--- config.mk ---
export PLATFORM = sky130hd
export DESIGN_NAME = fighter_ctrl_flat
export DESIGN_NICKNAME = d
export VERILOG_FILES = /design/src/rtl/fighter_ctrl_if.sv /design/src/rtl/fighter_ctrl.sv /design/src/flat_wrapper.sv
export SDC_FILE = /design/constraint.sdc
export NUM_CORES = 1
export LEC_CHECK = 0
export ABC_AREA = 1
export CORE_MARGIN = 5
export CORE_UTILIZATION = 40
export DETAILED_ROUTE_END_ITERATION = 10
export GPL_ROUTABILITY_DRIVEN = 0
export GPL_TIMING_DRIVEN = 0
export SYNTH_ARGS = -nofsm -noshare
export SYNTH_HDL_FRONTEND = slang
export SYNTH_SLANG_ARGS = --single-unit
export TNS_END_PERCENT = 10
--- constraint.sdc ---
create_clock -name clk -period 6.9 [get_ports clk]
set_clock_uncertainty 0.1 [all_clocks]
set_input_delay 0.69 -clock clk [delete_from_list [all_inputs] [get_ports clk]]
set_output_delay 0.69 -clock clk [all_outputs]
set_load 0.1 [all_outputs]
--- src/rtl/fighter_ctrl_if.sv ---
// Player-side bus between the button/opponent inputs, the hit resolver and one fighter_ctrl.
// The slave modport is the controller; the master modport is whoever drives the frame inputs.
interface fighter_ctrl_if #(
  parameter int POS_WIDTH = 10
);
  logic                 SCEN;
  logic                 btn_left;
  logic                 btn_right;
  logic                 btn_attack;
  logic [POS_WIDTH-1:0] opp_x;
  logic                 hit_event;
  logic                 hitstun_active;
  logic signed [7:0]    kb_dx;
  logic signed [7:0]    kb_dy;
  logic                 opp_hit_event;
  logic [POS_WIDTH-1:0] pos_x;
  logic [POS_WIDTH-1:0] pos_y;
  logic                 face_right;
  logic                 attack_damage;
  logic [2:0]           state;

  modport slave (
    input  SCEN, btn_left, btn_right, btn_attack, opp_x,
           hit_event, hitstun_active, kb_dx, kb_dy, opp_hit_event,
    output pos_x, pos_y, face_right, attack_damage, state
  );

  modport master (
    output SCEN, btn_left, btn_right, btn_attack, opp_x,
           hit_event, hitstun_active, kb_dx, kb_dy, opp_hit_event,
    input  pos_x, pos_y, face_right, attack_damage, state
  );
endinterface

--- src/rtl/fighter_ctrl.sv ---
// Per-player fighter FSM (walk, three-phase attack, hitstun knockback); advances only on SCEN,
// every output registered and visible one clk after the SCEN cycle.
module fighter_ctrl #(
  parameter int POS_WIDTH  = 10,
  parameter int X_MIN      = 16,
  parameter int X_MAX      = 623,
  parameter int GROUND_Y   = 400,
  parameter int INIT_X     = 100,
  parameter int FACE_INIT  = 1,
  parameter int WALK_SPEED = 2,
  parameter int GRAVITY    = 1,
  parameter int STARTUP    = 4,
  parameter int ACTIVE     = 3,
  parameter int RECOVERY   = 8
) (
  input  logic          clk,
  input  logic          reset,
  fighter_ctrl_if.slave bus
);

  localparam int PW = POS_WIDTH;
  localparam int EW = POS_WIDTH + 2;

  localparam logic signed [EW-1:0] XMIN_S = EW'(X_MIN);
  localparam logic signed [EW-1:0] XMAX_S = EW'(X_MAX);
  localparam logic signed [EW-1:0] YGND_S = EW'(GROUND_Y);
  localparam logic signed [EW-1:0] WS_S   = EW'(WALK_SPEED);
  localparam logic signed [7:0]    GRAV_S = 8'(GRAVITY);

  typedef enum logic [2:0] {
    S_IDLE     = 3'd0,
    S_WALK     = 3'd1,
    S_STARTUP  = 3'd2,
    S_ACTIVE   = 3'd3,
    S_RECOVERY = 3'd4,
    S_HITSTUN  = 3'd5
  } state_t;

  state_t            state_q;
  logic [PW-1:0]     pos_x_q;
  logic [PW-1:0]     pos_y_q;
  logic              face_right_q;
  logic              attack_damage_q;
  logic signed [7:0] vx_q;
  logic signed [7:0] vy_q;
  logic [7:0]        cnt_q;
  logic              atk_prev_q;

  logic signed [EW-1:0] x_s, y_s, vx_s, vy_s;
  logic signed [EW-1:0] x_sum, y_sum, walk_sum;
  logic [PW-1:0]        hs_x_d, hs_y_d, walk_x_d;
  logic signed [7:0]    hs_vx_d, hs_vy_d;
  logic                 atk_press;
  logic                 walk_one;

  assign x_s       = $signed({2'b00, pos_x_q});
  assign y_s       = $signed({2'b00, pos_y_q});
  assign vx_s      = EW'(vx_q);
  assign vy_s      = EW'(vy_q);
  assign atk_press = bus.btn_attack & ~atk_prev_q;
  assign walk_one  = bus.btn_left ^ bus.btn_right;

  // Hitstun physics: move by the current velocity, then decay vx / apply gravity to vy.
  always_comb begin
    x_sum   = x_s + vx_s;
    hs_vx_d = vx_q;
    if (vx_q > 8'sd0) begin
      hs_vx_d = vx_q - 8'sd1;
    end else if (vx_q < 8'sd0) begin
      hs_vx_d = vx_q + 8'sd1;
    end
    hs_x_d = x_sum[PW-1:0];
    if (x_sum < XMIN_S) begin
      hs_x_d  = PW'(X_MIN);
      hs_vx_d = '0;
    end else if (x_sum > XMAX_S) begin
      hs_x_d  = PW'(X_MAX);
      hs_vx_d = '0;
    end

    y_sum   = y_s + vy_s;
    hs_vy_d = vy_q + GRAV_S;
    hs_y_d  = y_sum[PW-1:0];
    if (y_sum >= YGND_S) begin
      hs_y_d  = PW'(GROUND_Y);
      hs_vy_d = '0;
    end else if (y_sum[EW-1]) begin
      hs_y_d = '0;
    end

    walk_sum = bus.btn_left ? (x_s - WS_S) : (x_s + WS_S);
    walk_x_d = walk_sum[PW-1:0];
    if (walk_sum < XMIN_S) begin
      walk_x_d = PW'(X_MIN);
    end else if (walk_sum > XMAX_S) begin
      walk_x_d = PW'(X_MAX);
    end
  end

  always_ff @(posedge clk or posedge reset) begin
    if (reset) begin
      state_q         <= S_IDLE;
      pos_x_q         <= PW'(INIT_X);
      pos_y_q         <= PW'(GROUND_Y);
      face_right_q    <= FACE_INIT[0];
      attack_damage_q <= 1'b0;
      vx_q            <= '0;
      vy_q            <= '0;
      cnt_q           <= '0;
      atk_prev_q      <= 1'b0;
    end else if (bus.SCEN) begin
      atk_prev_q <= bus.btn_attack;
      if (state_q == S_IDLE || state_q == S_WALK) begin
        face_right_q <= (bus.opp_x >= pos_x_q);
      end

      if (bus.hit_event) begin
        state_q         <= S_HITSTUN;
        vx_q            <= bus.kb_dx;
        vy_q            <= bus.kb_dy;
        attack_damage_q <= 1'b0;
        cnt_q           <= '0;
      end else begin
        case (state_q)
          S_IDLE, S_WALK: begin
            if (atk_press) begin
              state_q <= S_STARTUP;
              cnt_q   <= 8'(STARTUP - 1);
            end else if (walk_one) begin
              state_q <= S_WALK;
              pos_x_q <= walk_x_d;
            end else begin
              state_q <= S_IDLE;
            end
          end
          S_STARTUP: begin
            if (cnt_q == 8'd0) begin
              state_q         <= S_ACTIVE;
              cnt_q           <= 8'(ACTIVE - 1);
              attack_damage_q <= 1'b1;
            end else begin
              cnt_q <= cnt_q - 8'd1;
            end
          end
          S_ACTIVE: begin
            // A landed hit kills the hitbox for the rest of the swing without shortening it.
            if (bus.opp_hit_event) begin
              attack_damage_q <= 1'b0;
            end
            if (cnt_q == 8'd0) begin
              state_q         <= S_RECOVERY;
              cnt_q           <= 8'(RECOVERY - 1);
              attack_damage_q <= 1'b0;
            end else begin
              cnt_q <= cnt_q - 8'd1;
            end
          end
          S_RECOVERY: begin
            if (cnt_q == 8'd0) begin
              state_q <= S_IDLE;
            end else begin
              cnt_q <= cnt_q - 8'd1;
            end
          end
          S_HITSTUN: begin
            if (!bus.hitstun_active && pos_y_q == PW'(GROUND_Y)) begin
              state_q <= S_IDLE;
              vx_q    <= '0;
              vy_q    <= '0;
            end else begin
              pos_x_q <= hs_x_d;
              pos_y_q <= hs_y_d;
              vx_q    <= hs_vx_d;
              vy_q    <= hs_vy_d;
            end
          end
          default: state_q <= S_IDLE;
        endcase
      end
    end
  end

  assign bus.pos_x         = pos_x_q;
  assign bus.pos_y         = pos_y_q;
  assign bus.face_right    = face_right_q;
  assign bus.attack_damage = attack_damage_q;
  assign bus.state         = state_q;

endmodule
--- src/flat_wrapper.sv ---
// flat-port wrapper written by rule: the top's interface ports become plain ports
module fighter_ctrl_flat 
#(
  parameter int POS_WIDTH  = 10,
  parameter int X_MIN      = 16,
  parameter int X_MAX      = 623,
  parameter int GROUND_Y   = 400,
  parameter int INIT_X     = 100,
  parameter int FACE_INIT  = 1,
  parameter int WALK_SPEED = 2,
  parameter int GRAVITY    = 1,
  parameter int STARTUP    = 4,
  parameter int ACTIVE     = 3,
  parameter int RECOVERY   = 8
)
  (clk, reset, bus_SCEN, bus_btn_left, bus_btn_right, bus_btn_attack, bus_opp_x, bus_hit_event, bus_hitstun_active, bus_kb_dx, bus_kb_dy, bus_opp_hit_event, bus_pos_x, bus_pos_y, bus_face_right, bus_attack_damage, bus_state);
  fighter_ctrl_if #(.POS_WIDTH(POS_WIDTH)) bus_i ();
  input  logic clk;
  input  logic reset;
  input wire logic [$bits(bus_i.SCEN)-1:0] bus_SCEN;
  input wire logic [$bits(bus_i.btn_left)-1:0] bus_btn_left;
  input wire logic [$bits(bus_i.btn_right)-1:0] bus_btn_right;
  input wire logic [$bits(bus_i.btn_attack)-1:0] bus_btn_attack;
  input wire logic [$bits(bus_i.opp_x)-1:0] bus_opp_x;
  input wire logic [$bits(bus_i.hit_event)-1:0] bus_hit_event;
  input wire logic [$bits(bus_i.hitstun_active)-1:0] bus_hitstun_active;
  input wire logic [$bits(bus_i.kb_dx)-1:0] bus_kb_dx;
  input wire logic [$bits(bus_i.kb_dy)-1:0] bus_kb_dy;
  input wire logic [$bits(bus_i.opp_hit_event)-1:0] bus_opp_hit_event;
  output wire logic [$bits(bus_i.pos_x)-1:0] bus_pos_x;
  output wire logic [$bits(bus_i.pos_y)-1:0] bus_pos_y;
  output wire logic [$bits(bus_i.face_right)-1:0] bus_face_right;
  output wire logic [$bits(bus_i.attack_damage)-1:0] bus_attack_damage;
  output wire logic [$bits(bus_i.state)-1:0] bus_state;
  assign bus_i.SCEN = bus_SCEN;
  assign bus_i.btn_left = bus_btn_left;
  assign bus_i.btn_right = bus_btn_right;
  assign bus_i.btn_attack = bus_btn_attack;
  assign bus_i.opp_x = bus_opp_x;
  assign bus_i.hit_event = bus_hit_event;
  assign bus_i.hitstun_active = bus_hitstun_active;
  assign bus_i.kb_dx = bus_kb_dx;
  assign bus_i.kb_dy = bus_kb_dy;
  assign bus_i.opp_hit_event = bus_opp_hit_event;
  assign bus_pos_x = bus_i.pos_x;
  assign bus_pos_y = bus_i.pos_y;
  assign bus_face_right = bus_i.face_right;
  assign bus_attack_damage = bus_i.attack_damage;
  assign bus_state = bus_i.state;
  fighter_ctrl #(.POS_WIDTH(POS_WIDTH), .X_MIN(X_MIN), .X_MAX(X_MAX), .GROUND_Y(GROUND_Y), .INIT_X(INIT_X), .FACE_INIT(FACE_INIT), .WALK_SPEED(WALK_SPEED), .GRAVITY(GRAVITY), .STARTUP(STARTUP), .ACTIVE(ACTIVE), .RECOVERY(RECOVERY)) u_core (.clk(clk), .reset(reset), .bus(bus_i));
endmodule
==> flow_summary.json <==
{
  "worstSetupPathType": "register to primary output",
  "hpwlAfterDp_mm": 11.45,
  "crit_fanout": 7,
  "critPathRequiredTime_ps": 6110,
  "ys_seq_elements": 50,
  "die_y_um": 124.3,
  "min_path_cells": 2,
  "area_growth_pct": 19.11,
  "hold_buffers": 0,
  "nFillCells": 1353,
  "preCtsSetupSlack_ps": 3863,
  "tightest_slew_ps": 989.5,
  "timing.final.crit_period_ps": 2913,
  "max_freq_ghz": 0.3433,
  "htree_levels": 2,
  "crit_cells": 1,
  "ys_warn_count": 0,
  "syn-instance-count": 799,
  "std_cell_rows": 41,
  "crit_slowest_cell": "clkdlybuf4s50_1",
  "drt-pass1-iter-count": 5,
  "status": "finished, final reports clean",
  "drv_slew": 0,
  "yosysSeqAreaShare_pct": 24.09,
  "timing.slew.headroom_pct": 33.83,
  "grt_max_degree": 42,
  "hp-class": "register to register",
  "r2r_cells": 17,
  "syn_area_mm2": 0.005230,
  "drt-total-wl_mm": 14.24,
  "worstSetupEndpointType": "primary output",
  "avgRoutedWirePerCell_um": 13.71,
  "cts.clk_slew.worst_paths_ps": 80,
  "ios": 60,
  "synth-async-reset-ratio_pct": 100.0,
  "drt_iter0_drc": 300,
  "syn_area_per_cell_um2": 6.546,
  "setup_tns_ps": 0,
  "grt_overflow_total": 0,
  "r2r_start": "u_core.vx_q[7]$_DFFE_PP0P_",
  "grt.total_usage_pct": 18.11,
  "setup_viol": 0,
  "fin_util_pct": 48.97,
  "synth-compound-area-share_pct": 12.56,
  "start_kind": "register",
  "diodes": 0,
  "postCtsResizedCells": 0,
  "synthMuxAreaShare_pct": 0,
  "synth_simple_gate_area_share_pct": 38.44,
  "cpLargestDelayFamily": "buffers and inverters",
  "drcViolationCount": 0,
  "hold_viol_final": 0,
  "fin_crit_sh_pct": 42.22,
  "min_from": "u_core.bus.face_right$_DFFE_PP1P_",
  "cts-root-buf": "clkbuf_16",
  "synth_edf_count": 0,
  "cts_tree": "done",
  "cp_cell_sequence": "clkdlybuf4s50_1",
  "grt_pass1_wl_mm": 24.04,
  "grt_antenna_before_repair": 0,
  "synthAdderAreaFrac_pct": 10.96,
  "drive_above_1_share_pct": 8.651,
  "vias": 5286,
  "layout_setup_ws_ps": 3987,
  "cts_buffer_depth": 2,
  "critPathArrivalTime_ps": 2120,
  "rsz0062_at_grt": "false",
  "fin_nets": 945,
  "synth_xor_area_share_pct": 4.545,
  "antenna_left": 0,
  "postCtsSetupRepairBufs": 0,
  "die_x_um": 124.3,
  "instances_no_fill": 1039,
  "clock_sinks": 50,
  "dieArea_mm2": 0.01546,
  "path_buf_inv": 1,
  "ys_types": 51,
  "vias_per_cell": 5.088,
  "cts_buffers": 5,
  "grt_pass1_vias": 5152,
  "core_mm2": 0.01272,
  "clk-insertion-delay-late_ps": 300,
  "port_buffers": 59,
  "initial_core_util_pct": 41.11,
  "dp_cells": 1031,
  "startpoint": "u_core.bus.pos_x[5]$_DFFE_PP1P_",
  "synthesis.nets": 878,
  "critical-path-max-stage-delay_ps": 1170,
  "synth_top_family_by_area": "simple AND/OR/NAND/NOR gates",
  "cap_viol_max_count": 0,
  "ys.flop_type": "dfrtp_1"
}
-- flip-flops by register name (all words and copies together) (netlist names) --
name                      cells
u_core.bus.face_right         1
u_core.vx_q                   8
u_core.bus.pos_y             10
u_core.bus.state              3
u_core.bus.pos_x             10
u_core.vy_q                   8
u_core.atk_prev_q             1
u_core.bus.attack_damage      1
u_core.cnt_q                  8
-- cells in the final DEF, fill, tap and decap left out, types with 7 or more instances in the layout --
| cell type | n |
|---|---|
| dfstp_2 | 7 |
| clkdlybuf4s50_1 | 59 |
| dfrtp_1 | 43 |
| inv_1 | 101 |
| nor2_2 | 7 |
| nand3_1 | 51 |
| o21ai_0 | 18 |
| nand2_1 | 247 |
| inv_2 | 11 |
| nor2_1 | 82 |
| nand4_1 | 14 |
| nor3_1 | 11 |
| nand2_2 | 9 |
| a21oi_1 | 52 |
| xnor2_1 | 8 |
| xor2_1 | 16 |
| ha_1 | 41 |
-- worst min-delay path: stages (launching register included) --
cell     delay (ps)
dfstp_2         370
nand2_1          50
o21ai_0          70
-- cells by family (layout without fill, tap and decap cells) --
logic type	count (synthesis)	count (layout)
adder cells (fa/ha/maj)	44	44
XOR/XNOR	25	25
flip-flops	50	50
AND/OR/NAND/NOR	446	446
AO/OA/AOI/OAI	110	110
buffers and inverters	124	192
-- path summary, 6_finish.rpt --
kind / slack [ps] / end
setup / recovery: 3990 / bus_pos_x[5]
hold / removal: 390 / u_core.bus.face_right$_DFFE_PP1P_
setup reg to reg: 4000 / u_core.vx_q[7]$_DFFE_PP0P_
hold reg to reg: 390 / u_core.bus.face_right$_DFFE_PP1P_
max in group asynchronous: 5570 / u_core.bus.pos_x[2]$_DFFE_PP1P_
min in group asynchronous: 560 / u_core.vx_q[4]$_DFFE_PP0P_
-- synthesized netlist by cell type (4+ instances only) --
cell type	count	area, um^2
nand2_1	247	927.1
inv_1	102	382.9
nor2_1	82	307.8
a21oi_1	52	260.3
nand3_1	51	255.2
dfrtp_1	43	1076
ha_1	41	513.0
o21ai_0	18	90.09
xor2_1	16	140.1
nand4_1	14	87.58
nor3_1	11	55.05
inv_2	10	37.54
nand2_2	9	56.30
xnor2_1	8	70.07
dfstp_2	7	183.9
nor2_2	7	43.79
a21boi_1	5	37.54
a31oi_1	5	31.28
o21ai_1	5	25.02
nand2_4	4	45.04
nor2_4	4	45.04
-- layer usage --
layer | part of all wire (%) | wire (um) | track usage [%] | vias to the layer above
met3 | 3.7 | 522 | 2.230 | 25
met2 | 46 | 6501 | 30.09 | 135
li1 | - | - | - | 2702
met4 | 1.9 | 276 | 4.965 | 0
met1 | 49 | 6940 | 24.80 | 2424
met5 | 0 | 0 | 0 | -
-- cell type report --
cell class	count	area (um^2)	share of cell area (%)
clock buffer	5	125.1	2.008
tap	172	215.2	3.455
sequential	50	1260	20.22
clock inverter	3	48.80	0.7833
multi-input combinational	625	3478	55.83
timing repair buffer	60	610.6	9.801
buffer	9	60.06	0.9640
inverter	115	431.7	6.929
-- through the flow --
step           hold WS [ps]  cell area (um^2)
6_report              393.6              6230
5_1_grt               422.7              6230
4_1_cts               398.6              6230
3_5_place_dp          386.7              6056
3_3_place_gp          382.0              6036
2_1_floorplan         374.4              5230
Power is left out: the tool's default activity adds up to more than one toggle a clock period on the data nets, which glitch-free logic cannot reach.
